File: config.mk
export PLATFORM = sky130hd
export DESIGN_NAME = tilemap_write_ctrl
export DESIGN_NICKNAME = d
export VERILOG_FILES = /design/src/rtl/tilemap_pkg.sv /design/src/rtl/tile_addr_counter.sv /design/src/rtl/tilemap_write_ctrl.sv
export SDC_FILE = /design/constraint.sdc
export NUM_CORES = 1
export LEC_CHECK = 0
export CELL_PAD_IN_SITES_DETAIL_PLACEMENT = 0
export CELL_PAD_IN_SITES_GLOBAL_PLACEMENT = 1
export CORE_UTILIZATION = 39
export CTS_BUF_LIST = sky130_fd_sc_hd__clkbuf_4 sky130_fd_sc_hd__clkbuf_8
export CTS_CLUSTER_DIAMETER = 60
export DETAILED_ROUTE_END_ITERATION = 12
export PLACE_DENSITY = 0.91
export SYNTH_ARGS = -nofsm -noshare
export SYNTH_HDL_FRONTEND = slang
export SYNTH_SLANG_ARGS = --single-unit
File: constraint.sdc
create_clock -name clk -period 3.73 [get_ports clk]
set_input_delay 0.746 -clock clk [delete_from_list [all_inputs] [get_ports clk]]
set_output_delay 0.746 -clock clk [all_outputs]
set_load 0.01 [all_outputs]
File: src/rtl/tilemap_pkg.sv
// Shared tile-map types and default geometry for the write controller, storage and color mapper.
package tilemap_pkg;

  localparam int unsigned ROWS   = 15;
  localparam int unsigned COLS   = 20;
  localparam int unsigned TILE_W = 2;
  localparam int unsigned ROW_W  = 4;
  localparam int unsigned COL_W  = 5;

  typedef enum logic {
    ST_IDLE = 1'b0,
    ST_FILL = 1'b1
  } state_e;

  typedef logic [ROW_W-1:0]  row_t;
  typedef logic [COL_W-1:0]  col_t;
  typedef logic [TILE_W-1:0] tile_t;

endpackage

File: src/rtl/tile_addr_counter.sv
// Row-major tile address counter with clear and hold-enable; wraps to (0,0) after the last tile.
module tile_addr_counter
  import tilemap_pkg::*;
#(
  parameter int unsigned ROWS = tilemap_pkg::ROWS,
  parameter int unsigned COLS = tilemap_pkg::COLS
) (
  input  logic clk,
  input  logic reset,
  input  logic clr,
  input  logic en,
  output row_t row_q,
  output col_t col_q,
  output logic last_c
);

  localparam row_t ROW_LAST = row_t'(ROWS - 1);
  localparam col_t COL_LAST = col_t'(COLS - 1);

  row_t row_d;
  col_t col_d;

  assign last_c = (row_q == ROW_LAST) && (col_q == COL_LAST);

  // Column advances every enabled cycle; row advances on column wrap.
  always_comb begin
    row_d = row_q;
    col_d = col_q;
    if (clr) begin
      row_d = '0;
      col_d = '0;
    end else if (en) begin
      if (col_q == COL_LAST) begin
        col_d = '0;
        row_d = last_c ? '0 : row_q + row_t'(1);
      end else begin
        col_d = col_q + col_t'(1);
      end
    end
  end

  always_ff @(posedge clk) begin
    if (reset) begin
      row_q <= '0;
      col_q <= '0;
    end else begin
      row_q <= row_d;
      col_q <= col_d;
    end
  end

endmodule

File: src/rtl/tilemap_write_ctrl.sv
// Arbitrates single-tile writes and whole-map fills into tile-map storage, gated by vblank.
module tilemap_write_ctrl
  import tilemap_pkg::*;
#(
  parameter int unsigned ROWS   = tilemap_pkg::ROWS,
  parameter int unsigned COLS   = tilemap_pkg::COLS,
  parameter int unsigned TILE_W = tilemap_pkg::TILE_W
) (
  input  logic              clk,
  input  logic              reset,
  input  logic              vblank,
  input  logic              req_valid,
  output logic              req_ready,
  input  logic [3:0]        req_row,
  input  logic [4:0]        req_col,
  input  logic [TILE_W-1:0] req_tile,
  input  logic              fill_start,
  input  logic [TILE_W-1:0] fill_tile,
  output logic              fill_busy,
  output logic              map_we,
  output logic [3:0]        map_row,
  output logic [4:0]        map_col,
  output logic [TILE_W-1:0] map_data,
  output logic              fill_done,
  output logic              req_err
);

  state_e              state_q, state_d;
  logic [TILE_W-1:0]   fill_tile_q, fill_tile_d;
  logic                map_we_q, map_we_d;
  row_t                map_row_q, map_row_d;
  col_t                map_col_q, map_col_d;
  logic [TILE_W-1:0]   map_data_q, map_data_d;
  logic                fill_busy_q, fill_busy_d;
  logic                fill_done_q, fill_done_d;
  logic                req_err_q, req_err_d;
  logic                req_ready_c;
  logic                req_in_range_c;
  logic                cnt_clr, cnt_en, cnt_last;
  row_t                cnt_row;
  col_t                cnt_col;

  tile_addr_counter #(
    .ROWS (ROWS),
    .COLS (COLS)
  ) u_addr (
    .clk    (clk),
    .reset  (reset),
    .clr    (cnt_clr),
    .en     (cnt_en),
    .row_q  (cnt_row),
    .col_q  (cnt_col),
    .last_c (cnt_last)
  );

  // A fill_start in the same cycle wins over a pending request.
  assign req_ready_c    = (state_q == ST_IDLE) && vblank && !fill_start && !reset;
  assign req_in_range_c = (32'(req_row) < ROWS) && (32'(req_col) < COLS);

  always_comb begin
    state_d     = state_q;
    fill_tile_d = fill_tile_q;
    map_we_d    = 1'b0;
    map_row_d   = map_row_q;
    map_col_d   = map_col_q;
    map_data_d  = map_data_q;
    fill_done_d = 1'b0;
    req_err_d   = 1'b0;
    cnt_clr     = 1'b0;
    cnt_en      = 1'b0;
    case (state_q)
      ST_IDLE: begin
        if (fill_start) begin
          state_d     = ST_FILL;
          fill_tile_d = fill_tile;
          cnt_clr     = 1'b1;
        end else if (req_valid && req_ready_c) begin
          if (req_in_range_c) begin
            map_we_d   = 1'b1;
            map_row_d  = req_row;
            map_col_d  = req_col;
            map_data_d = req_tile;
          end else begin
            req_err_d = 1'b1;
          end
        end
      end
      ST_FILL: begin
        // Sweep pauses, holding its address, whenever vblank is low.
        if (vblank) begin
          map_we_d   = 1'b1;
          map_row_d  = cnt_row;
          map_col_d  = cnt_col;
          map_data_d = fill_tile_q;
          cnt_en     = 1'b1;
          if (cnt_last) begin
            state_d     = ST_IDLE;
            fill_done_d = 1'b1;
          end
        end
      end
      default: state_d = ST_IDLE;
    endcase
    fill_busy_d = (state_d == ST_FILL);
  end

  always_ff @(posedge clk) begin
    if (reset) begin
      state_q     <= ST_IDLE;
      fill_tile_q <= '0;
      map_we_q    <= 1'b0;
      map_row_q   <= '0;
      map_col_q   <= '0;
      map_data_q  <= '0;
      fill_busy_q <= 1'b0;
      fill_done_q <= 1'b0;
      req_err_q   <= 1'b0;
    end else begin
      state_q     <= state_d;
      fill_tile_q <= fill_tile_d;
      map_we_q    <= map_we_d;
      map_row_q   <= map_row_d;
      map_col_q   <= map_col_d;
      map_data_q  <= map_data_d;
      fill_busy_q <= fill_busy_d;
      fill_done_q <= fill_done_d;
      req_err_q   <= req_err_d;
    end
  end

  assign req_ready = req_ready_c;
  assign fill_busy = fill_busy_q;
  assign map_we    = map_we_q;
  assign map_row   = map_row_q;
  assign map_col   = map_col_q;
  assign map_data  = map_data_q;
  assign fill_done = fill_done_q;
  assign req_err   = req_err_q;

endmodule
==> flow_metrics.env <==
export IMPL_cts_max_level=1
export IMPL_slew_violations=0
export IMPL_leakagePower_nw=0.5519
export IMPL_period_needed_ns=2.999
export IMPL_drc=2
export IMPL_cts_buffers=3
export IMPL_p_sw_frac=0.2405
export IMPL_synthesis_nets=148
export IMPL_final_nets=178
export IMPL_timing_max_cap_violations=0
export IMPL_synth_warnings=0
export IMPL_yosysUniqueCellTypes=31
export IMPL_grtUsageTotal=0.1736
export IMPL_multi_input_area_sq_um=621.8
export IMPL_crit_slowest_cell="clkdlybuf4s50_1"
export IMPL_synth_seq_cells=26
export IMPL_netlist_area_sq_mm=0.001205
export IMPL_power_frac_clock=0.279
export IMPL_final_util=0.5504
export IMPL_cts_tree="built"
export IMPL_hold_buffers=0
export IMPL_io_buffers=33
export IMPL_postSynthAreaPerCell_sq_um=9.487
export IMPL_hold_path_class="reg -> reg"
export IMPL_ant_nets=0
export IMPL_cp_common_cell="clkdlybuf4s50_1"
export IMPL_diodes=0
export IMPL_synth_top_area_cell="dfxtp_1"
export IMPL_rsz0062_at_grt="no"
export IMPL_crit_buf_inv=2
export IMPL_p_int_w=0.0003876
export IMPL_syn_inst=127
export IMPL_num_rows=19
export IMPL_cp_top_family="buffers and inverters"
export IMPL_synthTopCellsByCount="dfxtp_1 (26), mux2i_1 (14), nand3_1 (11), o31ai_1 (11), nor2_1 (9)"
export IMPL_fin_setup_tns_ns=0
export IMPL_crit_chain="clkdlybuf4s50_1 -> nor4b_2 -> clkdlybuf4s50_1"
export IMPL_worst_setup_path_start_kind="primary input"
export IMPL_viasPerCell=5.567
export IMPL_initial_core_util=0.4224
export IMPL_status="finished with violations"
export IMPL_wire_per_inst_um=13.97
export IMPL_max_slew_worst_pin_slew_ns=0.8926
export IMPL_gp_congestion=0.8965
export IMPL_clkSlewWorstSetupHoldPaths_ns=0.14
export IMPL_die_w_um=57.59
export IMPL_nFillCells=267
export IMPL_vias=1041
export IMPL_slew_headroom=0.4041
export IMPL_dr_pass1_iters=9
export IMPL_crit_path_end_kind="primary output"
export IMPL_grt_overflow_total=0
export IMPL_drt_total_wl_um=2613
export IMPL_synth_async_sr_flop_share=0
export IMPL_clockBufferDepth=2
export IMPL_synth_edff_count=0
export IMPL_cts_root_buf="clkbuf_4"
export IMPL_drive_above_1_share=0.05769
export IMPL_synth_main_ff_cell="dfxtp_1"
export IMPL_io_pins=34
export IMPL_synth_top_area_frac=0.4320
export IMPL_max_stage_delay_ns=0.62
export IMPL_irDropWorstVdd_mv=0.1881
export IMPL_synth_most_common_cell="dfxtp_1"
export IMPL_cts_sinks=26
export IMPL_clock_fmax_ghz=0.3335
export IMPL_die_h_um=57.59
export IMPL_grt_pass1_vias=951
export IMPL_crit_arrival_ns=2.25
export IMPL_finClkSkew_ns=0.006274
export IMPL_die_area_sq_mm=0.003316
export IMPL_p_comb_frac=0.142
export IMPL_grt_max_degree=24
export IMPL_area_sequential_sq_um=520.5
export IMPL_crit_fanout=3
export IMPL_crit_type="in -> out"
export IMPL_insertion_delay_ns=0.32
export IMPL_power_frac_seq=0.579
export IMPL_grt_pass1_wl_um=4416
export IMPL_hold_viol_final=0
export IMPL_required_ns=2.98
export IMPL_ys_top_cells_by_area="dfxtp_1 (43%), mux2i_1 (12%), o31ai_1 (6.9%)"
export IMPL_violations="design-rule violations"
export IMPL_antenna_found_initial=0
export IMPL_area_delta_synth_final_pct=30.32
export IMPL_setup_violations=0
export IMPL_fin_crit_sh=0.8040
export IMPL_dp_hpwl_um=1988
export IMPL_p_sw_w=0.0001227
export IMPL_drtIter0Drc=38
export IMPL_postCtsSetupBuffers=0
export IMPL_ys_seq_area_frac=0.4320
export IMPL_power_density_mw_per_mm2=325.0
export IMPL_cts_repair_resize_count=0
export IMPL_coreArea_sq_mm=0.002853
-- through the flow --
stage	worst slack [ns]	area [sq um]	hold slack [ns]	power (W)	cells
after global placement	0.7789	1534	0.4572	0.0003725	183
after floorplan	1.639	1205	0.4601	0.0003359	127
after CTS	0.7573	1570	0.4800	0.0005145	187
after global routing	0.7420	1570	0.4996	0.0005380	187
after detailed placement	0.7672	1534	0.4607	0.0003744	183
final	0.7312	1570	0.4772	0.0005103	187
-- final timing paths --
kind | end | slack (ns) | from | cells after the start
setup / recovery | req_ready | 0.73 | vblank | 3
hold / removal | map_data[0] | 0.48 | map_data[0] | 2
setup reg to reg | u_addr.row_q[2] | 1.48 | fill_busy | 4
hold reg to reg | map_data[0] | 0.48 | map_data[0] | 2
-- placed cells by master (no fill, tap or decap), types with 4 or more instances in the layout --
master	n
a21oi_1	7
o21ai_0	6
nand3_1	11
o31ai_1	11
mux2i_1	14
nor2_1	9
clkdlybuf4s50_1	33
dfxtp_1	26
nor2b_1	4
-- metal layers --
layer  GRT usage  vias up  share of wire
li1            -      515              -
met1      0.2352      484           0.46
met2      0.2774       40           0.47
met3     0.02721        2          0.059
met4     0.06620        0         0.0088
met5           0        -              0
-- kinds of logic after synthesis --
logic type | share of synthesized area
AOI/OAI and AO/OA | 0.1298
and+or+nand+nor | 0.2170
muxes | 0.1163
DFF | 0.4320
adders and majority gates | 0.03116
buffers and inverters | 0.05192
xor gates and xnor gates | 0.02181
-- area by class of cell --
cell class | instances | area share
inverter | 2 | 0.004781
clock buffer | 4 | 0.02311
timing repair buffer | 35 | 0.2199
multi-input combinational | 89 | 0.3960
tap | 31 | 0.02470
sequential | 26 | 0.3315
-- worst reg2reg max path, delay by kind of cell (launching register included) --
kind	cells	cell delay, ns
flops	1	0.93
compound gates	1	0.14
simple gates	3	1.12
-- flip-flops by register name (all words and copies together), names as in the netlist --
register      count
map_col           5
fill_tile_q       2
u_addr.col_q      5
map_data          2
req_err           1
map_we            1
map_row           4
fill_done         1
u_addr.row_q      4
fill_busy         1
-- power by group through the flow --
stage | Clock, W | Combinational, W | Sequential (W)
after detailed placement | 0 | 0.0000726 | 0.000302
after global routing | 0.000162 | 0.0000787 | 0.000297
after global placement | 0 | 0.0000714 | 0.000301
final | 0.000142 | 0.0000727 | 0.000295
after CTS | 0.000146 | 0.0000730 | 0.000296
after floorplan | 0 | 0.0000369 | 0.000299
No activity file was read; power rests on OpenSTA's default activity.
